File: src/rtl/dmem_port_arbiter.sv
// Data-memory port arbiter between the CPU and the VGA pixel fetcher.
// A CPU_OWN -> DRAIN -> VGA_OWN owner FSM with bounded-starvation sharing and tagged read returns.
module dmem_port_arbiter #(
  parameter int ADDR_W   = 32,
  parameter int DATA_W   = 32,
  parameter int MAX_WAIT = 4
) (
  input  logic              clk,
  input  logic              rst_n,
  input  logic              cpu_req,
  input  logic              cpu_we,
  input  logic [ADDR_W-1:0] cpu_addr,
  input  logic [DATA_W-1:0] cpu_wdata,
  input  logic              cpu_done,
  output logic              cpu_ready,
  output logic              cpu_rvalid,
  output logic [DATA_W-1:0] cpu_rdata,
  input  logic              restart,
  input  logic              vga_req,
  input  logic [ADDR_W-1:0] vga_addr,
  output logic              vga_rvalid,
  output logic [DATA_W-1:0] vga_rdata,
  output logic [ADDR_W-1:0] mem_addr,
  output logic [DATA_W-1:0] mem_wdata,
  output logic              mem_we,
  input  logic [DATA_W-1:0] mem_rdata,
  output logic [1:0]        owner,
  output logic              busy
);

  typedef enum logic [1:0] {
    CPU_OWN = 2'b00,
    DRAIN   = 2'b01,
    VGA_OWN = 2'b10
  } state_t;

  typedef enum logic [1:0] {
    TAG_NONE = 2'b00,
    TAG_CPU  = 2'b01,
    TAG_VGA  = 2'b10
  } tag_t;

  localparam int CNT_W = (MAX_WAIT < 1) ? 1 : $clog2(MAX_WAIT + 1);
  localparam logic [CNT_W-1:0] MAX_CNT = CNT_W'(MAX_WAIT);

  state_t           state, state_nxt;
  tag_t             tag, tag_nxt;
  logic [CNT_W-1:0] wait_cnt, wait_cnt_nxt;
  logic             cpu_gnt, vga_gnt;

  // NOTE: every output of this block gets a default first, so no path leaves
  // a signal unassigned and no latch is inferred.
  always_comb begin
    state_nxt    = state;
    wait_cnt_nxt = '0;
    cpu_gnt      = 1'b0;
    vga_gnt      = 1'b0;

    unique case (state)
      CPU_OWN: begin
        // A waiting VGA request wins once it has been denied MAX_WAIT times.
        vga_gnt = vga_req && (!cpu_req || (wait_cnt >= MAX_CNT));
        cpu_gnt = cpu_req && !vga_gnt;
        if (vga_req && !vga_gnt)
          wait_cnt_nxt = (wait_cnt >= MAX_CNT) ? MAX_CNT : wait_cnt + 1'b1;
        if (cpu_done)
          state_nxt = DRAIN;
      end
      DRAIN: begin
        if (tag == TAG_NONE)
          state_nxt = VGA_OWN;
      end
      VGA_OWN: begin
        vga_gnt = vga_req;
        if (restart)
          state_nxt = CPU_OWN;
      end
      default: state_nxt = CPU_OWN;
    endcase

    if (vga_gnt)
      tag_nxt = TAG_VGA;
    else if (cpu_gnt && !cpu_we)
      tag_nxt = TAG_CPU;
    else
      tag_nxt = TAG_NONE;
  end

  // NOTE: state registers use non-blocking assignments so all of them update
  // together from values sampled at the same edge.
  always_ff @(posedge clk or negedge rst_n) begin
    if (!rst_n) begin
      state    <= CPU_OWN;
      tag      <= TAG_NONE;
      wait_cnt <= '0;
    end else begin
      state    <= state_nxt;
      tag      <= tag_nxt;
      wait_cnt <= wait_cnt_nxt;
    end
  end

  // Outside CPU_OWN the address bus parks on the VGA address.
  assign mem_addr   = (vga_gnt || (state != CPU_OWN)) ? vga_addr : cpu_addr;
  assign mem_wdata  = cpu_wdata;
  assign mem_we     = cpu_gnt && cpu_we;
  assign cpu_ready  = cpu_gnt;
  assign cpu_rvalid = (tag == TAG_CPU);
  assign vga_rvalid = (tag == TAG_VGA);
  assign cpu_rdata  = mem_rdata;
  assign vga_rdata  = mem_rdata;
  assign owner      = state;
  assign busy       = (tag != TAG_NONE);

endmodule

File: config.mk
export PLATFORM = sky130hd
export DESIGN_NAME = dmem_port_arbiter
export DESIGN_NICKNAME = d
export VERILOG_FILES = /design/src/rtl/dmem_port_arbiter.sv
export SDC_FILE = /design/constraint.sdc
export NUM_CORES = 1
export LEC_CHECK = 0
export CORE_AREA = 2 2 106 108
export CTS_BUF_LIST = sky130_fd_sc_hd__clkbuf_8
export CTS_CLUSTER_SIZE = 10
export DETAILED_ROUTE_END_ITERATION = 16
export DIE_AREA = 0 0 108 110
export GPL_TIMING_DRIVEN = 0
export SYNTH_ARGS = -nofsm -noshare
export SYNTH_HDL_FRONTEND = slang
export SYNTH_SLANG_ARGS = --single-unit
File: constraint.sdc
create_clock -name clk -period 2.18 [get_ports clk]
set_input_delay 0.436 -clock clk [delete_from_list [all_inputs] [get_ports clk]]
set_output_delay 0.436 -clock clk [all_outputs]
set_load 0.005 [all_outputs]
### Word level (Yosys, flattened, before mapping)

Cells that the tools add are included.
W data, S select, Z words.

| storage, ports and cells | value |
|---|---|
| register bits after elaboration | 7 |
| input port bits | 135 |
| output and inout port bits | 135 |
| logic and storage cells | 39 |

| cells by class | value |
|---|---|
| $add $sub $neg | 1 |
| magnitude comparators | 1 |
| eq/ne operators | 7 |
| muxes and demuxes | 12 |
| reduce and logical (&&, ||, !) cells | 15 |

Operators with widths:

| operator | count |
|---|---|
| $mux W32 | 1 |
| $mux W3 | 3 |
| $mux W2 | 4 |
| $ne A2 B2 Y1 const B | 3 |
| $pmux W2 S3 | 1 |
| $logic_and A1 B1 Y1 | 5 |
| $eq A2 B1 Y1 const B | 2 |
| $eq A2 B2 Y1 const B | 2 |
| $logic_not A2 Y1 | 2 |
| $reduce_bool A2 Y1 | 2 |
| $add A3 B1 Y3 const B | 1 |
| $ge A3 B3 Y1 const B | 1 |
| $logic_not A1 Y1 | 3 |
| $reduce_and A3 Y1 | 1 |
| $logic_or A1 B1 Y1 | 2 |
| $mux W1 | 2 |
| $pmux W1 S2 | 1 |

### Depth between registers and ports, before layout

| logic depth | value |
|---|---|
| depth in word-level cells | 9 |
| gate-level depth with buffers | 4 |
| mapped depth without buffers | 4 |

### Worst setup path before layout

Ideal clock, no wire load.

| timing | value |
|---|---|
| path kind | reg2out |
| start | register state[1] (netlist: owner[1]) |
| end | output port mem_addr[1] |
| arrival | 1.313 ns |
| data required time | 1.744 ns |
| path slack | 0.431 ns |
| cell stages (with the launch flop) | 5 |
| buffers on the path | 1 |
| path through | dfrtp_1 -> nor2_2 -> a21boi_4 -> buf_6 -> mux2_2 |

| on the way | value |
|---|---|
| longest elaborated chain between the ends | 4 |
| elaborated cells between the ends (all ways) | 6 |
| those cells by class | eq/ne (1); mux (2); reduce/logical (3) |

RTL lines:

| what | line | RTL |
|---|---|---|
| from (decl) | 46 | `state_t state, state_nxt;` |
| from (signal assigned) | 97 | `state <= state_nxt;` |
| $eq A2 B2 Y1 or $logic_not A2 Y1 (tied branches) | 59 | `unique case (state)` |
| $pmux W1 S2 | 59 |  |
| $logic_or A1 B1 Y1 (*) | 104 | `assign mem_addr = (vga_gnt \|\| (state != CPU_OWN)) ? vga_addr : cpu_addr;` |
| $mux W32 (*) | 104 |  |
| to (decl) | 23 | `output logic [ADDR_W-1:0] mem_addr,` |

Every way passes the cells marked *; elsewhere a longest branch is shown, timed or not.

### Final worst setup path

| timing | value |
|---|---|
| start | register state[1] (netlist: owner[1]) |
| end | output port mem_addr[18] |

The elaborated chain is that of the path after synthesis.

==> results.sh <==
export IMPL_via_per_inst=3.488
export IMPL_row_count=38
export IMPL_ys_warn_count=0
export IMPL_cts_buffers=3
export IMPL_grtUsageMet1_pct=7.638
export IMPL_avgSynthCellArea_um2=8.758
export IMPL_cp_slowest_stage_delay_ns=0.40
export IMPL_antenna_cells=0
export IMPL_overflow=0
export IMPL_fin_worst_skew_ns=0.004225
export IMPL_insertion_delay_ns=0.23
export IMPL_critPathArrivalTime_ns=1.78
export IMPL_slew_headroom_pct=78.43
export IMPL_syn_cell_area_um2=1463
export IMPL_period_share_pct=101.7
export IMPL_nFillCells=1073
export IMPL_leakage_uw=0.001803
export IMPL_htree_levels=1
export IMPL_wl_per_cell_um=11.43
export IMPL_fin_nets=529
export IMPL_drive_gt1_share_pct=47.31
export IMPL_ioPinCount=270
export IMPL_dp_final_hpwl_mm=5.089
export IMPL_portBuffers=205
export IMPL_drtAntennaViolNets=0
export IMPL_use_met2_pct=16.08
export IMPL_worstPathCellList="nor2_4 > a21boi_4 > buf_12 > buf_8 > buf_6 > buf_6 > mux2_4 > buf_6"
export IMPL_min_path_type="in -> async"
export IMPL_power_density_nw_per_um2=553.3
export IMPL_mostFrequentLayoutCells="171 x clkdlybuf4s50_1, 104 x buf_4, 20 x buf_6"
export IMPL_routed_wl_mm=6.070
export IMPL_setup_violations=4
export IMPL_gp_congestion=0.6918
export IMPL_dr_first_iter_drc_count=9
export IMPL_critPathMaxFanout=5
export IMPL_startpoint="owner[1]$_DFFE_PN0P_"
export IMPL_yosysSeqAreaShare_pct=11.98
export IMPL_status="finished, violations left"
export IMPL_clock_sinks=7
export IMPL_dieArea_um2=11880
export IMPL_antenna_found_initial=0
export IMPL_grt_max_degree=8
export IMPL_violations="setup timing"
export IMPL_min_period_ns=2.216
export IMPL_startpoint_type="flip-flop"
export IMPL_maxSlewViolCount=0
export IMPL_synth_distinct_cells=19
export IMPL_setup_worst_path_class="reg -> out"
export IMPL_syn_inst=167
export IMPL_core_area_um2=10700
export IMPL_critical_path_slowest_cell="dfrtp_1"
export IMPL_dieHeight_um=110
export IMPL_ir_worst_vdd_mv=0.2376
export IMPL_total_power_uw=2171
export IMPL_cts_root_buf="clkbuf_8"
export IMPL_die_w_um=108
export IMPL_maxCapViolCount=0
export IMPL_clk_path_buf_depth=2
export IMPL_vias=1852
export IMPL_clkSlewWorstSetupHoldPaths_ns=0.04
export IMPL_area_delta_synth_final_pct=168.3
export IMPL_grt_pass1_wl_mm=7.617
export IMPL_cts_tree="built"
export IMPL_max_freq_mhz=451.2
export IMPL_gr_max_usage_layer="met2"
export IMPL_synth_fp_nets=304
export IMPL_hold_buffers=0
export IMPL_start_util_pct=13.67
export IMPL_layout_commonest_cell="clkdlybuf4s50_1"
export IMPL_grt_usage_pct=7.930
export IMPL_ys_ff_latch=7
export IMPL_worstMarginPinSlew_ns=0.3225
export IMPL_reg2reg_from="owner[1]$_DFFE_PN0P_"
export IMPL_first_global_vias=1713
export IMPL_hold_violations=0
export IMPL_critical_path_endpoint_type="primary output"
export IMPL_drt_pass1_iterations=2
export IMPL_drc=0
export IMPL_cp_common_cell="buf_6"
export IMPL_use_met3_pct=2.822
export IMPL_final_setup_tns_ns=-0.07251
export IMPL_utilization_pct=36.68
export IMPL_setup_ws_ns=-0.03639
export IMPL_critPathRequiredTime_ns=1.74
export IMPL_rsz0062_at_grt="yes"
[path summary, 6_finish.rpt]
path,cells after the start,slack [ns],to
max in group asynchronous,1,1.45,owner[0]$_DFFE_PN0P_
min reg2reg,1,0.48,wait_cnt[0]$_DFF_PN0_
max reg2reg,5,1.09,tag[0]$_DFF_PN0_
max,8,-0.04,mem_addr[18]
min,1,0.47,tag[0]$_DFF_PN0_
min in group clk,1,0.48,wait_cnt[0]$_DFF_PN0_
[cell type report]
class,instances,area [µm²],area share [%]
clock buffers,3,41.29,1.052
inverters,5,18.77,0.4783
repair buffers,221,2167,55.23
flip-flops and latches,7,176.4,4.496
well taps,140,175.2,4.464
clock inverters,1,3.754,0.09566
plain buffers,98,747.0,19.04
multi-input cells,56,594.3,15.15
[state kept, by name (all words and copies together) (netlist names)]
register	flops
owner	2
wait_cnt	3
tag	2
[power breakdown]
part	switching [µW]	internal, µW	total (µW)
Sequential	26.2	161	187
Clock	53.8	121	175
Combinational	547	1260	1810
Total	627	1540	2170
[per-layer routing]
metal	wire [µm]	up-vias
met3	765	4
met5	0	-
met1	1811	817
li1	-	889
met4	35	0
met2	3457	142
[logic make-up after synthesis]
| logic type | count (synthesis) | synth area share (%) |
|---|---|---|
| fa+ha+maj | 2 | 1.711 |
| mux | 32 | 24.64 |
| flops | 7 | 11.98 |
| buf+inv | 104 | 52.87 |
| compound gates | 3 | 2.139 |
| simple gates | 19 | 6.674 |
[through the flow]
stage | instance area [µm²] | setup WS, ns | instances | hold WS (ns)
after floorplan | 1463 | 0.4306 | 167 | 0.1404
after global placement | 3690 | -0.6453 | 512 | 0.4424
after detailed placement | 3690 | -0.6493 | 512 | 0.4678
after CTS | 3801 | -0.07437 | 532 | 0.4771
after global routing | 3924 | -0.09944 | 531 | 0.4997
final | 3924 | -0.03639 | 531 | 0.4726
[synthesized netlist by cell type]
cell	instances	area (µm²)
a211oi_1	1	7.510
a21boi_4	1	18.77
and2_1	1	6.260
and3_1	1	6.260
buf_4	96	720.7
buf_6	3	33.78
dfrtp_1	7	175.2
ha_1	2	25.02
inv_1	5	18.77
mux2_1	2	22.52
mux2_2	30	337.8
nand2_1	3	11.26
nand2b_1	1	6.260
nand4b_1	1	8.760
nor2_1	7	26.28
nor2_2	1	6.260
nor2b_1	3	18.77
nor3b_1	1	7.510
o21ai_0	1	5.000
[repair_timing]
action / in CTS / in global routing
setup endpoints to repair: 33 / 28
setup buffers: 13 / 2
pin swaps: 2 / 1
gates resized for setup: 150 / 30
cloned: 3 / 0
[worst max-delay path, delay by kind of cell (launching register included)]
| kind | cells | cell delay, ns |
|---|---|---|
| and+or+nand+nor | 1 | 0.12 |
| AOI/OAI and AO/OA | 1 | 0.20 |
| DFF | 1 | 0.40 |
| muxes | 1 | 0.29 |
| buffers and inverters | 5 | 0.55 |
(Power assumes the default switching activity.)
